`config.mk`:
```
export PLATFORM = sky130hd
export DESIGN_NAME = dzcpu_useq
export DESIGN_NICKNAME = d
export VERILOG_FILES = /design/src/rtl/dzcpu_useq_pkg.sv /design/src/rtl/dzcpu_useq_flow_decode.sv /design/src/rtl/dzcpu_useq.sv
export SDC_FILE = /design/constraint.sdc
export NUM_CORES = 1
export LEC_CHECK = 0
export ABC_AREA = 1
export BUFFER_PORTS_ARGS = -buffer_cell sky130_fd_sc_hd__buf_2
export CAP_MARGIN = 0
export CORE_MARGIN = 1
export CORE_UTILIZATION = 30
export CTS_BUF_LIST = sky130_fd_sc_hd__clkbuf_8
export CTS_CLUSTER_SIZE = 20
export DETAILED_ROUTE_END_ITERATION = 12
export PLACE_DENSITY_LB_ADDON = 0.15
export REMOVE_ABC_BUFFERS = 1
export SYNTH_ARGS = -nofsm -noshare
export SYNTH_HDL_FRONTEND = slang
export SYNTH_HIERARCHICAL = 1
export SYNTH_SLANG_ARGS = --single-unit
```
`constraint.sdc`:
```
create_clock -name iClock -period 1.65 [get_ports iClock]
set_input_delay 0.165 -clock iClock [delete_from_list [all_inputs] [get_ports iClock]]
set_output_delay 0.165 -clock iClock [all_outputs]
set_load 0.02 [all_outputs]
```
`src/rtl/dzcpu_useq_pkg.sv`:
```
// dzcpu_useq_pkg
//   Shared definitions for the dzcpu microcode sequencer:
//   - flow-control codes carried in the top bits of every uop word
//   - sequencer state encoding
//   - mk_uop helper used when building ROM images
package dzcpu_useq_pkg;

  localparam int FLOW_CODE_W = 4;

  // Flow-control codes; 7..15 are undefined and raise the error flag.
  localparam logic [FLOW_CODE_W-1:0] FL_OP         = 4'd0;
  localparam logic [FLOW_CODE_W-1:0] FL_INC        = 4'd1;
  localparam logic [FLOW_CODE_W-1:0] FL_EOF        = 4'd2;
  localparam logic [FLOW_CODE_W-1:0] FL_INC_EOF    = 4'd3;
  localparam logic [FLOW_CODE_W-1:0] FL_INC_EOF_Z  = 4'd4;
  localparam logic [FLOW_CODE_W-1:0] FL_INC_EOF_NZ = 4'd5;
  localparam logic [FLOW_CODE_W-1:0] FL_JCB        = 4'd6;

  typedef enum logic [2:0] {
    ST_IDLE        = 3'd0,
    ST_FETCH       = 3'd1,
    ST_DISPATCH    = 3'd2,
    ST_CB_DISPATCH = 3'd3,
    ST_EXEC        = 3'd4
  } useq_state_e;

  // Builds a default-width (12-bit) uop word from a flow code and payload.
  function automatic logic [11:0] mk_uop(input logic [FLOW_CODE_W-1:0] flow,
                                         input logic [7:0] body);
    return {flow, body};
  endfunction

endpackage

```
`src/rtl/dzcpu_useq_flow_decode.sv`:
```
// dzcpu_useq_flow_decode
//   Combinational decode of a uop flow-control field.
//   Ports:
//     f         in   flow field of the current uop
//     zero      in   current Z flag (resolves the conditional EOF codes)
//     cb_enable in   0 turns JCB into an illegal code
//     advance   out  uPC steps to uPC+1
//     inc_pc    out  uop requests a PC increment
//     terminal  out  uop ends the macro-instruction (illegal codes act as EOF)
//     jcb       out  CB-prefix redispatch
//     illegal   out  undefined code (or JCB while CB is disabled)
module dzcpu_useq_flow_decode
  import dzcpu_useq_pkg::*;
#(
  parameter int FLOW_W = 4
) (
  input  logic [FLOW_W-1:0] f,
  input  logic              zero,
  input  logic              cb_enable,
  output logic              advance,
  output logic              inc_pc,
  output logic              terminal,
  output logic              jcb,
  output logic              illegal
);

  always_comb begin
    advance  = 1'b0;
    inc_pc   = 1'b0;
    terminal = 1'b0;
    jcb      = 1'b0;
    illegal  = 1'b0;
    case (f)
      FLOW_W'(FL_OP): advance = 1'b1;
      FLOW_W'(FL_INC): begin
        advance = 1'b1;
        inc_pc  = 1'b1;
      end
      FLOW_W'(FL_EOF): terminal = 1'b1;
      FLOW_W'(FL_INC_EOF): begin
        inc_pc   = 1'b1;
        terminal = 1'b1;
      end
      FLOW_W'(FL_INC_EOF_Z): begin
        inc_pc   = 1'b1;
        terminal = zero;
        advance  = ~zero;
      end
      FLOW_W'(FL_INC_EOF_NZ): begin
        inc_pc   = 1'b1;
        terminal = ~zero;
        advance  = zero;
      end
      FLOW_W'(FL_JCB): begin
        if (cb_enable) begin
          jcb    = 1'b1;
          inc_pc = 1'b1;
        end else begin
          illegal  = 1'b1;
          terminal = 1'b1;
        end
      end
      default: begin
        illegal  = 1'b1;
        terminal = 1'b1;
      end
    endcase
  end

endmodule

```
`src/rtl/dzcpu_useq.sv`:
```
// dzcpu_useq
//   Microcode sequencer: owns the uPC, accepts macro-opcodes over a
//   valid/ready handshake, dispatches them through external primary/CB LUTs
//   and steps the external microcode ROM by each uop's flow field.
//   Ports:
//     iClock/iReset           clock, synchronous active-high reset
//     iOpcode/iOpValid        opcode (or CB byte) and its valid
//     oOpReady                opcode is accepted this cycle
//     oLutMop/oLutCbPage      dispatch LUT request, iLutAddr is the answer
//     oUAddr/iUopWord         ROM address (uPC) and combinational ROM data
//     oUop/oUopValid          uop body (flow stripped) and its execute qualifier
//     oIncPc                  PC increment strobe
//     iZero                   Z flag for conditional EOF
//     iStall                  memory wait; freezes opcode accept and EXEC
//     iIrqPending/oIrqAck     interrupt request / taken pulse
//     oErr                    sticky error (uPC overflow, illegal flow)
//     oBusy                   not in IDLE or FETCH
//
//   state          | meaning
//   ST_IDLE        | one cycle after reset
//   ST_FETCH       | waiting for an opcode, oOpReady=1 unless stalled
//   ST_DISPATCH    | primary LUT lookup of rMop, uPC <= iLutAddr
//   ST_CB_DISPATCH | CB LUT lookup of rMop, uPC <= iLutAddr
//   ST_EXEC        | executing uops from the ROM
module dzcpu_useq
  import dzcpu_useq_pkg::*;
#(
  parameter int                 UADDR_W   = 8,
  parameter int                 UOP_W     = 12,
  parameter int                 FLOW_W    = 4,
  parameter logic [UADDR_W-1:0] IRQ_ENTRY = UADDR_W'(8'hF0),
  parameter bit                 CB_ENABLE = 1'b1
) (
  input  logic                    iClock,
  input  logic                    iReset,
  input  logic [7:0]              iOpcode,
  input  logic                    iOpValid,
  output logic                    oOpReady,
  output logic [7:0]              oLutMop,
  output logic                    oLutCbPage,
  input  logic [UADDR_W-1:0]      iLutAddr,
  output logic [UADDR_W-1:0]      oUAddr,
  input  logic [UOP_W-1:0]        iUopWord,
  output logic [UOP_W-FLOW_W-1:0] oUop,
  output logic                    oUopValid,
  output logic                    oIncPc,
  input  logic                    iZero,
  input  logic                    iStall,
  input  logic                    iIrqPending,
  output logic                    oIrqAck,
  output logic                    oErr,
  output logic                    oBusy
);

  useq_state_e        state;
  logic [UADDR_W-1:0] upc;
  logic [7:0]         rmop;
  logic               err;

  logic [FLOW_W-1:0]  flow;
  logic               fd_advance, fd_inc_pc, fd_terminal, fd_jcb, fd_illegal;
  logic               exec_go, ovf, fault, irq_take;

  assign flow = iUopWord[UOP_W-1 -: FLOW_W];

  dzcpu_useq_flow_decode #(.FLOW_W(FLOW_W)) u_flow_decode (
    .f         (flow),
    .zero      (iZero),
    .cb_enable (CB_ENABLE),
    .advance   (fd_advance),
    .inc_pc    (fd_inc_pc),
    .terminal  (fd_terminal),
    .jcb       (fd_jcb),
    .illegal   (fd_illegal)
  );

  // Strobes are decoded from the registered state and are suppressed in a
  // reset cycle so nothing fires while the sequencer is being cleared.
  assign exec_go  = (state == ST_EXEC) && !iStall && !iReset;
  // The uPC never wraps: stepping past the top address is an error.
  assign ovf      = fd_advance && (upc == {UADDR_W{1'b1}});
  assign fault    = fd_illegal || ovf;
  assign irq_take = exec_go && fd_terminal && !fault && iIrqPending;

  // A JCB uop consumes the CB byte through the same handshake as FETCH.
  assign oOpReady   = !iReset && !iStall &&
                      ((state == ST_FETCH) || ((state == ST_EXEC) && fd_jcb));
  assign oUopValid  = exec_go;
  assign oIncPc     = exec_go && fd_inc_pc && (!fd_jcb || iOpValid);
  assign oIrqAck    = irq_take;
  assign oUop       = iUopWord[UOP_W-FLOW_W-1:0];
  assign oUAddr     = upc;
  assign oLutMop    = rmop;
  assign oLutCbPage = (state == ST_CB_DISPATCH);
  assign oErr       = err;
  assign oBusy      = (state == ST_DISPATCH) || (state == ST_CB_DISPATCH) ||
                      (state == ST_EXEC);

  always_ff @(posedge iClock) begin
    if (iReset) begin
      state <= ST_IDLE;
      upc   <= '0;
      rmop  <= '0;
      err   <= 1'b0;
    end else begin
      case (state)
        ST_IDLE: state <= ST_FETCH;
        ST_FETCH: begin
          if (!iStall && iOpValid) begin
            rmop  <= iOpcode;
            state <= ST_DISPATCH;
          end
        end
        ST_DISPATCH, ST_CB_DISPATCH: begin
          upc   <= iLutAddr;
          state <= ST_EXEC;
        end
        ST_EXEC: begin
          if (!iStall) begin
            if (fault) begin
              err   <= 1'b1;
              state <= ST_FETCH;
            end else if (fd_jcb) begin
              // Hold on the JCB uop until the CB byte shows up.
              if (iOpValid) begin
                rmop  <= iOpcode;
                state <= ST_CB_DISPATCH;
              end
            end else if (fd_terminal) begin
              if (iIrqPending) upc <= IRQ_ENTRY;
              else             state <= ST_FETCH;
            end else if (fd_advance) begin
              upc <= upc + UADDR_W'(1);
            end
          end
        end
        default: state <= ST_IDLE;
      endcase
    end
  end

endmodule

```
Word-level counts from Yosys, hierarchy flattened
Cells that the tools add are included.
{"block": "totals", "reg_bits": 20, "inputBits": 34, "out_inout_bits": 31, "elab_cells": 89}
{"block": "op_classes", "n_addsub": 1, "eq_ne": 22, "mux": 26, "bitwise": 2, "n_reduce_logical": 34}
{"operator": "two-way mux 8 bit", "count": 11}
{"operator": "one-hot mux 8 bit (2 select lines)", "count": 2}
{"operator": "two-way mux 3 bit", "count": 7}
{"operator": "== test 4 x 3 -> 1 bit, second input constant", "count": 3}
{"operator": "logical AND 1 bit", "count": 12}
{"operator": "inequality test 4 bit, second input constant", "count": 3}
{"operator": "one-hot mux 3 bit (4 select lines)", "count": 1}
{"operator": "AND reduction 6 bit", "count": 2}
{"operator": "inequality test 2 bit, second input constant", "count": 5}
{"operator": "adder 8 x 1 -> 8 bit, second input constant", "count": 1}
{"operator": "== test 4 x 2 -> 1 bit, second input constant", "count": 2}
{"operator": "== test 8 bit, second input constant", "count": 1}
{"operator": "OR reduction 7 bit", "count": 1}
{"operator": "== test 3 x 2 -> 1 bit, second input constant", "count": 2}
{"operator": "inequality test 3 bit, second input constant", "count": 2}
{"operator": "one-hot mux 1 bit (3 select lines)", "count": 2}
{"operator": "logical OR 1 bit", "count": 5}
{"operator": "AND reduction 5 bit", "count": 1}
{"operator": "OR reduction 5 bit", "count": 1}
{"operator": "== test 4 x 1 -> 1 bit, second input constant", "count": 1}
{"operator": "logical NOT 1 bit", "count": 4}
{"operator": "logical NOT 4 bit", "count": 1}
{"operator": "nonzero test 2 bit", "count": 2}
{"operator": "OR reduction 2 bit", "count": 2}
{"operator": "8 further kinds", "count": 11}

Longest topological paths before layout
Gate-level depths: netlist (run 1).
{"block": "logic_depth", "depth_word": 9, "ltp_mapped": 14, "depth_no_buf": 14}

Hierarchy
The synthesis (run 1) kept the hierarchy.
{"module": "dzcpu_useq", "n_inst": 1, "cells_each": 204, "area_each_um2": 1341.3, "seq_area_each_um2": 400.4}
{"module": "dzcpu_useq_flow_decode", "n_inst": 1, "cells_each": 32, "area_each_um2": 141.4, "seq_area_each_um2": 0.0}

Worst setup path after synthesis (run 1)
No wires, ideal clock.
{"block": "synth_path", "path_kind": "register to register", "start": "reg upc[1] (netlist: oUAddr[1])", "end": "reg upc[3] (netlist: oUAddr[3])", "setup_time_ns": 0.116, "t_arrival_ns": 1.463, "required_time_ns": 1.534, "path_slack_ns": 0.072, "path_stages_with_launch": 10, "path_buffers": 1, "period_less_slack_ns": 1.578, "cell_sequence": "dfxtp_1 -> ha_1 -> nand2_2 -> nor2_2 -> nand2_2 -> nand3_1 -> nand2_1 -> buf_6 -> a21oi_1 -> nor2_1"}
{"block": "synth_between", "elab_chain_cells": 7, "elab_cells_between_ends": 12, "cone_classes": "add/sub (1); eq/ne (2); mux (6); reduce/logical (3)"}
{"element": "from (decl)", "line": "dzcpu_useq.sv:56", "text": "logic [UADDR_W-1:0] upc;"}
{"element": "from (signal assigned)", "line": "dzcpu_useq.sv:115", "text": "upc <= iLutAddr;"}
{"element": "from (signal assigned)", "line": "dzcpu_useq.sv:133", "text": "upc <= upc + UADDR_W'(1);"}
{"element": "adder 8 x 1 -> 8 bit", "line": "dzcpu_useq.sv:133"}
{"element": "two-way mux 8 bit", "line": "dzcpu_useq.sv:132", "text": "end else if (fd_advance) begin"}
{"element": "two-way mux 8 bit", "line": "dzcpu_useq.sv:129", "text": "end else if (fd_terminal) begin"}
{"element": "two-way mux 8 bit", "line": "dzcpu_useq.sv:123", "text": "end else if (fd_jcb) begin"}
{"element": "two-way mux 8 bit", "line": "dzcpu_useq.sv:120", "text": "if (fault) begin"}
{"element": "two-way mux 8 bit", "line": "dzcpu_useq.sv:119", "text": "if (!iStall) begin"}
{"element": "one-hot mux 8 bit (2 select lines)", "line": "dzcpu_useq.sv:106", "text": "case (state)"}
Parallel ways exist; a longest one is shown, timed or not. The select of a mux whose other input is x is not followed.
A chain may end at the register's enable or synchronous reset.

Final worst setup path (run 1)
{"block": "layout_path", "start": "reg upc[0] (netlist: oUAddr[0])", "end": "out oIrqAck"}
{"block": "layout_between", "elab_chain_cells": 6}
{"element": "== test 8 bit", "line": "dzcpu_useq.sv:81", "text": "assign ovf = fd_advance && (upc == {UADDR_W{1'b1}});"}
{"element": "logical AND 1 bit", "line": "dzcpu_useq.sv:81"}
{"element": "logical OR 1 bit", "line": "dzcpu_useq.sv:82", "text": "assign fault = fd_illegal || ovf;"}
{"element": "logical NOT 1 bit", "line": "dzcpu_useq.sv:83", "text": "assign irq_take = exec_go && fd_terminal && !fault && iIrqPending;"}
{"element": "logical AND 1 bit (2 in series)", "line": "dzcpu_useq.sv:83"}
{"element": "to (decl)", "line": "dzcpu_useq.sv:50", "text": "output logic oIrqAck,"}
No other way between the ends.

==> metrics.txt, run 1 <==
status=finished, final reports clean; area grow syn2layout=30.72%; width of the die=72.30 microns; Iteration-0 DRC Markers=68; count of buffers inserted at the top-level ports=48; effective utilization at floorplan=31.18%; per-cell via count in the routed design=4.459; final routed wirelength across all metal layers=3733 microns; Final GP Congestion=0.8294; H-tree level count=1; leakage component of the power=1.020 nW; share of synthesized registers carrying an async set or reset=0%; number of clock buffers inserted by TritonCTS=3; #FFs+latches synth=20; largest fanout of any net on the critical path=4; crit path max-delay cell type=sky130_fd_sc_hd__dfxtp_1; fraction of the core area covered by cells at the end of the flow=40.76%; buffer type at the clock tree root=sky130_fd_sc_hd__clkbuf_8; layout cell share with drive strength beyond 1=32.76%; chain of cells forming the critical path=ha_2 -> nand2_4 -> nor2_4 -> nand2_4 -> nand2_2 -> nor3_2 -> buf_4; detailed-routing iteration count for the pre-antenna-repair pass=4; Commonest cells post-synth=60 x sky130_fd_sc_hd__nand2_1, 32 x sky130_fd_sc_hd__nor2_1, 24 x sky130_fd_sc_hd__nand3_1; routed via count=1592; Nets=326; initial antenna violation count=0; highest clock rate=0.6400 GHz; IR drop worst, VDD=734.3 uV; max capacitance violation total=0; required time of the critical path=1480 ps; post-synthesis cell type with the largest combined area=sky130_fd_sc_hd__dfxtp_1; placement-stage cell area=1775 sq um; path type of the worst setup path=reg -> out; Worst setup EP type=primary output; antenna viol nets, final=0; post-detailed-route DRC marker count=0; final design instance area without fill=1938 sq um; Seq/Total Area, Yosys=27.00%; Std-Cell Core Area=4755 sq um; fraction of met2 tracks used by global routing=23.05%; clock edge transition at the registers on the reported setup and hold paths=80 ps; gr usage total=15.38%; Clock Tree Buf Depth=2; number of enable-type register cells in the synthesized netlist=0; signal arrival time at the worst endpoint=1400 ps; most used cell, CP=sky130_fd_sc_hd__nand2_4; power consumption=0.003056 W; # clock sinks=20; startpoint class of the critical path=register; minimum setup slack in the final design=87.58 ps; global-route wire length before repair=6341 microns; hold violation count in the final report=0; PD cells=1577 nW/um^2; global routing met3 resource utilization=5.417%; maximum number of pins on one net before global-route repair=19; post-synth cell types=31; met1 track demand over resource=20.72%; synthesized netlist cell count=236; Filler cells=554; share of the synthesized area in the top cell type=27.00%; synthesized cell area=1483 sq um; average wire length per cell after detail routing=10.46 microns; Finish-stage setup viols=0; HPWL after DPL=2862 microns; CTS tree=built; clock period minus final worst setup slack=1562 ps; vias in the first global route=1373; delay contributed by the slowest stage of the critical path=320 ps; setup skew after layout=1.131 ps; area of the die=5227 sq um; diode insertion count for antenna repair=0; source-to-sink clock delay at the later pin of the worst-skew pair=260 ps; Place WS=39.85 ps; CP Launch Point=oUAddr[0]; GR Overflow Total=0; Post-Route Setup TNS=0 ps; placement row count=25; period utilization=94.69%; number of synthesis warnings=6; type of the worst min-delay path=in -> reg; synthesized area divided by synthesized cell count=6.283 sq um; library cell with the highest instance count after synthesis=sky130_fd_sc_hd__nand2_1; Slew Limit Fails=0; chip height=72.30 microns; origin of the worst min-delay path=iReset; reg-to-reg critical path startpoint=oUAddr[0]; I/O pin count=65; global route hottest layer=met2; top cells by area in the synthesized netlist=sky130_fd_sc_hd__dfxtp_1 27%, sky130_fd_sc_hd__nand2_1 15%, sky130_fd_sc_hd__nand3_1 8.1%, sky130_fd_sc_hd__nor2_1 8.1%, sky130_fd_sc_hd__inv_1 5.8%; Top FF cell, synth=sky130_fd_sc_hd__dfxtp_1
## logic make-up (layout without fill, tap and decap cells)
group	Yosys count	count (layout)	share of synthesized area, %
AO/OA/AOI/OAI	27	27	10.38
buffers and inverters	40	93	13.92
flip-flops	20	20	27.00
AND/OR/NAND/NOR	147	147	47.60
adder cells (fa/ha/maj)	1	1	0.8437
other	1	2	0.2529
## stage by stage
stage / hold WS (ps) / instances
6_report: 107.0 / 357
5_1_grt: 112.4 / 357
4_1_cts: 92.61 / 354
3_5_place_dp: 330.2 / 348
3_3_place_gp: 330.2 / 348
2_1_floorplan: 234.1 / 224
## state kept, by name, indices dropped and copies added (netlist names)
register / flops
oLutMop: 8
oUAddr: 8
state: 3
oErr: 1
## area by class of cell
type | instances | area (sq um) | area share [%]
inverter | 27 | 106.4 | 5.487
sequential | 20 | 402.9 | 20.79
multi-input combinational | 177 | 923.4 | 47.64
clock buffer | 3 | 41.29 | 2.130
timing repair buffer | 62 | 350.3 | 18.08
clock inverter | 1 | 30.03 | 1.549
tap | 67 | 83.83 | 4.325
## layer usage
layer	wire length, microns	part of all wire (%)	up-vias
li1	-	-	851
met1	1781	48	685
met2	1637	44	51
met3	275	7.4	5
met4	39	1.0	0
met5	0	0	-
## power by group
| group | switching (W) | internal, W | total, W | leakage [nW] |
|---|---|---|---|---|
| registers | 0.000172 | 0.000697 | 0.000869 | 0.165 |
| clock network | 0.000173 | 0.000324 | 0.000497 | 0.0357 |
| logic | 0.00103 | 0.000661 | 0.00169 | 0.819 |
## layout by cell type, fill, tap and decap left out, types with 4 or more instances in the layout
master	n
sky130_fd_sc_hd__nand2_4	4
sky130_fd_sc_hd__inv_1	23
sky130_fd_sc_hd__nand2_1	59
sky130_fd_sc_hd__dfxtp_1	18
sky130_fd_sc_hd__o21ai_0	6
sky130_fd_sc_hd__buf_2	46
sky130_fd_sc_hd__a21oi_1	14
sky130_fd_sc_hd__nor2_1	32
sky130_fd_sc_hd__nand3_1	23
sky130_fd_sc_hd__or2_2	4
sky130_fd_sc_hd__buf_4	16
sky130_fd_sc_hd__nand3b_1	10
## final timing paths
| kind | end | slack (ps) | cells past startpoint |
|---|---|---|---|
| hold reg to reg | oErr | 480 | 1 |
| setup / recovery | oIrqAck | 90 | 7 |
| setup reg to reg | oUAddr[2] | 150 | 10 |
| hold / removal | state[1] | 110 | 2 |
## timing repair
item                       4_1_cts  5_1_grt
hold buffers                     0        0
cloned                           0        0
gates resized for setup          4       11
setup buffers                    2        3
pin swaps                        1        2
setup endpoints to repair        3       16
## critical path, delay by kind of cell, from the launching register on
family	cells	cell delay [ps]
buffers and inverters	1	160
DFF	1	320
adders and majority gates	1	200
and+or+nand+nor	5	450
No activity file was read; power rests on OpenSTA's default activity.
==> run 2, diff against run 1 <==
Settings changed: SYNTH_HIERARCHICAL 1 to not set.
Clock period 1.65 ns to 1.9 ns, I/O delays scaled along.
==> metrics.txt, run 2 <==
I/O pin count=65 (unchanged); CTS tree=built; number of clock buffers inserted by TritonCTS=3 (unchanged); path type of the worst setup path=reg -> out; width of the die=66.58 microns (-7.9%); global-route wire length before repair=5430 microns (-14%); clock edge transition at the registers on the reported setup and hold paths=80 ps (about the same); share of the synthesized area in the top cell type=32.00% (+5.0 points); measured slew at the worst slew-check pin=378.8 ps; PD cells=883.0 nW/um^2 (-44%); effective utilization at floorplan=31.28% (+0.095 points); top cells by area in the synthesized netlist=sky130_fd_sc_hd__dfxtp_1 32%, sky130_fd_sc_hd__nand2_1 13%, sky130_fd_sc_hd__nor2_1 12%, sky130_fd_sc_hd__o21ai_0 8.0%, sky130_fd_sc_hd__inv_1 6.0%; chain of cells forming the critical path=nor2_2 -> nand2_4 -> nor2_2 -> nor2_2 -> nor2_1 -> buf_2; type of the worst min-delay path=in -> reg; buffer type at the clock tree root=sky130_fd_sc_hd__clkbuf_8; post-CTS setup repair buffer count=0 (-2); max capacitance violation total=0 (unchanged); chip height=66.58 microns (-7.9%); synthesized cell area=1251 sq um (-16%); clock period minus final worst setup slack=1645 ps; post-CTS resize count=0 (-4); share of synthesized registers carrying an async set or reset=0% (unchanged); area of the die=4433 sq um (-15%); period utilization=86.58%; worst slew margin relative to its limit=74.67%; required time of the critical path=1710 ps (+230 ps); post-synthesis cell type with the largest combined area=sky130_fd_sc_hd__dfxtp_1; unrepaired setup endpoints after global routing=false; highest clock rate=0.6079 GHz; sequential power share=37.5% (+9.1 points); Post-Route Setup TNS=0 ps (unchanged); largest fanout of any net on the critical path=9 (+5); count of buffers inserted at the top-level ports=48 (unchanged); Top FF cell, synth=sky130_fd_sc_hd__dfxtp_1; library cell with the highest instance count after synthesis=sky130_fd_sc_hd__nand2_1; gr usage total=15.86% (+0.48 points); sw power=0.0004801 W (-65%); Worst setup EP type=primary output; vias in the first global route=1210 (-12%); hold violation count in the final report=0 (unchanged); maximum number of pins on one net before global-route repair=18 (-1); setup skew after layout=2.126 ps (+0.9947 ps); most used cell, CP=sky130_fd_sc_hd__nor2_2; Std-Cell Core Area=4000 sq um (-16%); Nets=277 (-15%); GR Overflow Total=0 (unchanged); Iteration-0 DRC Markers=57 (-16%); number of synthesis warnings=0 (-6); routed via count=1315 (-17%); post-detailed-route DRC marker count=0 (unchanged); Slew Limit Fails=0 (unchanged); area occupied by multi-input gates=694.4 sq um (-25%); average wire length per cell after detail routing=10.86 microns (+3.8%); # clock sinks=20 (unchanged); Final GP Congestion=0.7530 (-9.2%); post-cts hold buffer count=0 (unchanged); startpoint class of the critical path=register; leakage component of the power=0.8181 nW (-20%); status=finished, final reports clean; placement row count=23 (-8.0%); area grow syn2layout=26.00%; detailed-routing iteration count for the pre-antenna-repair pass=4 (unchanged); area occupied by registers=400.4 sq um (-0.62%); initial antenna violation count=0 (unchanged); synthesized area divided by synthesized cell count=6.384 sq um (+1.6%); Clock Tree Buf Depth=2 (unchanged); power consumption=0.001392 W (-54%); Filler cells=449 (-19%); crit path max-delay cell type=sky130_fd_sc_hd__dfxtp_1; clock network fraction of design power=31.2% (+15 points); antenna viol nets, final=0 (unchanged); sw frac=34.48% (-10 points); final routed wirelength across all metal layers=3160 microns (-15%); delay contributed by the slowest stage of the critical path=340 ps (+20 ps); Finish-stage setup viols=0 (unchanged); HPWL after DPL=2433 microns (-15%); most used cells in the layout excluding fill and tap cells=48 x sky130_fd_sc_hd__buf_2, 43 x sky130_fd_sc_hd__nand2_1, 41 x sky130_fd_sc_hd__nor2_1; post-synth cell types=25 (-19%); #FFs+latches synth=20 (unchanged); diode insertion count for antenna repair=0 (unchanged); H-tree level count=1 (unchanged); leading cell type in the layout, fill and taps excluded=sky130_fd_sc_hd__buf_2; source-to-sink clock delay at the later pin of the worst-skew pair=260 ps (about the same); synthesized netlist cell count=196 (-17%); number of enable-type register cells in the synthesized netlist=0 (unchanged); design internal power=0.0009120 W (-46%); Commonest cells post-synth=43 x sky130_fd_sc_hd__nand2_1, 41 x sky130_fd_sc_hd__nor2_1, 20 x sky130_fd_sc_hd__dfxtp_1, 20 x sky130_fd_sc_hd__inv_1, 20 x sky130_fd_sc_hd__o21ai_0; portion of total power attributed to combinational logic=31.3% (-24 points); IR drop worst, VDD=391.8 uV (-47%); signal arrival time at the worst endpoint=1450 ps (+50 ps); layout cell share with drive strength beyond 1=29.46% (-3.3 points); per-cell via count in the routed design=4.519 (+1.3%); Seq/Total Area, Yosys=32.00% (+5.0 points)
-- run 2: cell types whose count changed after synthesis, sizes merged, moves of 2 or more --
cell	delta
nand2	-20
nand3	-16
o21ai	+13
nand3b	-10
nor2	+10
a21oi	-8
buf	-4
xor2	+4
or2	-3
inv	-2
-- run 2: critical path: cells and delay by family, from the launching register on --
family / cells / cell delay (ps)
DFF: 1 / 340
buffers and inverters: 1 / 180
and+or+nand+nor: 5 / 680
-- run 2: routing by layer --
| layer | share of wire, % | track usage (%) | wire (microns) |
|---|---|---|---|
| met5 | 0 | 0 | 0 |
| met1 | 51 | 22.39 | 1613 |
| met4 | 1.2 | 3.989 | 37 |
| met3 | 6.3 | 3.938 | 199 |
| met2 | 41 | 23.74 | 1309 |
-- run 2: cell type report --
| type | instances | share of cell area [%] |
|---|---|---|
| Clock buffer | 3 | 2.619 |
| Multi-Input combinational cell | 143 | 44.05 |
| Inverter | 24 | 5.873 |
| Timing Repair Buffer | 50 | 16.19 |
| Tap cell | 50 | 3.968 |
| Clock inverter | 1 | 1.905 |
| Sequential cell | 20 | 25.40 |
-- run 2: metrics by stage --
| step | instances | setup WS, ps | hold slack (ps) | instance area [sq um] | utilization (%) |
|---|---|---|---|---|---|
| floorplan | 187 | 351.2 | 259.1 | 1187 | - |
| global placement | 287 | 231.4 | 380.2 | 1505 | 37.63 |
| detailed placement | 287 | 260.8 | 380.2 | 1505 | 37.63 |
| CTS | 291 | 246.1 | 143.8 | 1577 | 39.41 |
| global route | 291 | 111.3 | 146.7 | 1577 | 39.41 |
| finish | 291 | 255.0 | 145.5 | 1577 | 39.41 |
-- run 2: cell families after synthesis --
logic type	synth area share [%]
buf+inv	12.50
xor+xnor	2.800
fa+ha+maj	0.9998
compound gates	12.70
flops	32.00
simple gates	39.00
-- run 2: worst paths after layout --
kind / startpoint / end / slack [ps] / cells past startpoint
max: state[1] / oOpReady / 260 / 6
min: iReset / state[0] / 150 / 2
max reg2reg: state[1] / oLutMop[5] / 270 / 8
min reg2reg: oErr / oErr / 470 / 2
-- run 2: power by group through the flow --
stage               registers, W  logic, W  clock network (W)
global route            0.000530  0.000497           0.000458
detailed placement      0.000530  0.000437                  0
global placement        0.000531  0.000444                  0
CTS                     0.000522  0.000439           0.000438
floorplan               0.000580  0.000245                  0
finish                  0.000522  0.000436           0.000434
==> run 3, diff against run 2 <==
Settings changed: CORE_ASPECT_RATIO set to 1.75.
==> metrics.txt, run 3 (synthesis gave the netlist of run 2 again) <==
largest fanout of any net on the critical path=9 (unchanged); power consumption=0.001272 W (-8.6%); post-CTS setup repair buffer count=0 (unchanged); detailed-routing iteration count for the pre-antenna-repair pass=4 (unchanged); I/O pin count=65 (unchanged); chip height=87.43 microns (+31%); Post-Route Setup TNS=0 ps (unchanged); final routed wirelength across all metal layers=3131 microns (-0.92%); average wire length per cell after detail routing=10.83 microns (-0.23%); Clock Tree Buf Depth=2 (unchanged); global-route wire length before repair=5230 microns (-3.7%); maximum number of pins on one net before global-route repair=18 (unchanged); leading cell type in the layout, fill and taps excluded=sky130_fd_sc_hd__buf_2; Std-Cell Core Area=3941 sq um (-1.5%); signal arrival time at the worst endpoint=1420 ps (-30 ps); max capacitance violation total=0 (unchanged); leakage component of the power=0.8112 nW (-0.85%); count of non-filler cells in the finished layout=289 (-0.69%); initial antenna violation count=0 (unchanged); effective utilization at floorplan=31.75% (+0.47 points); HPWL after DPL=2527 microns (+3.8%); Post-Place Cells=285 (-0.70%); placement row count=30 (+30%); # clock sinks=20 (unchanged); post-cts hold buffer count=0 (unchanged); crit path max-delay cell type=sky130_fd_sc_hd__dfxtp_1; Nets=277 (unchanged); source-to-sink clock delay at the later pin of the worst-skew pair=250 ps (about the same); most used cell, CP=sky130_fd_sc_hd__nor2_1; layout cell share with drive strength beyond 1=29.46% (unchanged); Final GP Congestion=0.7878 (+4.6%); most used cells in the layout excluding fill and tap cells=48 x sky130_fd_sc_hd__buf_2, 43 x sky130_fd_sc_hd__nand2_1, 41 x sky130_fd_sc_hd__nor2_1; hold violation count in the final report=0 (unchanged); type of the worst min-delay path=in -> reg; Finish-stage setup viols=0 (unchanged); chain of cells forming the critical path=nor2_2 -> nand2_4 -> nor2_1 -> nand2_1 -> nor2_1 -> buf_2; IR drop worst, VDD=497.1 uV (+27%); Slew Limit Fails=0 (unchanged); unrepaired setup endpoints after global routing=false; gr usage total=15.24% (-0.62 points); PD cells=816.4 nW/um^2 (-7.5%); setup skew after layout=1.676 ps (-0.4502 ps); buffer type at the clock tree root=sky130_fd_sc_hd__clkbuf_8; highest clock rate=0.6219 GHz (+2.3%); CTS tree=built; per-cell via count in the routed design=4.509 (-0.23%); count of buffers inserted at the top-level ports=48 (unchanged); post-detailed-route DRC marker count=0 (unchanged); delay contributed by the slowest stage of the critical path=330 ps (about the same); GR Overflow Total=0 (unchanged); clock edge transition at the registers on the reported setup and hold paths=70 ps (about the same); path type of the worst setup path=reg -> out; fraction of the core area covered by cells at the end of the flow=39.52% (+0.11 points); period utilization=84.63% (-1.9 points); antenna viol nets, final=0 (unchanged); routed via count=1303 (-0.91%); worst slew margin relative to its limit=76.64% (+2.0 points); vias in the first global route=1229 (+1.6%); Iteration-0 DRC Markers=20 (-65%); Worst setup EP type=primary output; width of the die=50.82 microns (-24%); startpoint class of the critical path=register; status=finished, final reports clean; diode insertion count for antenna repair=0 (unchanged); clock period minus final worst setup slack=1608 ps (-37.01 ps); required time of the critical path=1710 ps (about the same); post-CTS resize count=0 (unchanged); number of clock buffers inserted by TritonCTS=3 (unchanged); area of the die=4443 sq um (+0.23%); measured slew at the worst slew-check pin=346.7 ps (-32.10 ps); H-tree level count=1 (unchanged); area grow syn2layout=24.50%
[run 3: changes by cell type in the layout (fill, tap and decap cells not counted), sizes merged]
cell,before,now
bufinv,1,0
clkbuf,3,4
[run 3: through the flow]
step	instance area, sq um	hold slack (ps)	setup WS (ps)
final	1558	143.2	292.0
after global routing	1558	142.6	116.3
after CTS	1558	140.7	250.9
after detailed placement	1503	380.2	346.9
after global placement	1503	380.2	375.2
after floorplan	1187	259.1	351.2
[run 3: report_power, final]
part	leakage (nW)	internal [W]	switching, W
Combinational	0.619	0.000156	0.000272
Clock	0.0288	0.000184	0.000136
Sequential	0.163	0.000473	0.0000512
Total	0.811	0.000813	0.000459
[run 3: metal layers]
layer	up-vias	share of wire, %	global-route usage [%]
li1	693	-	-
met1	560	41	17.58
met2	48	51	26.91
met3	2	6.5	3.490
met4	0	0.99	5.303
met5	-	0	0
[run 3: worst max-delay path: cells and delay by family, from the launching register on]
family        cells  cell delay (ps)
flops             1              330
buf+inv           1              170
simple gates      5              670
[run 3: worst paths after layout]
check,end,cells after the start,from,slack (ps)
worst max register to register,oUAddr[3],11,oUAddr[0],350
worst max-delay path,oIrqAck,6,state[1],290
worst min-delay path,state[1],2,iReset,140
worst min register to register,oErr,2,oErr,480
[run 3: layout make-up]
class,count,area [sq um]
Clock buffer,4,55.05
Fill cell,477,2384
Inverter,24,92.59
Multi-Input combinational cell,143,694.4
Sequential cell,20,400.4
Tap cell,48,60.06
Timing Repair Buffer,50,255.2
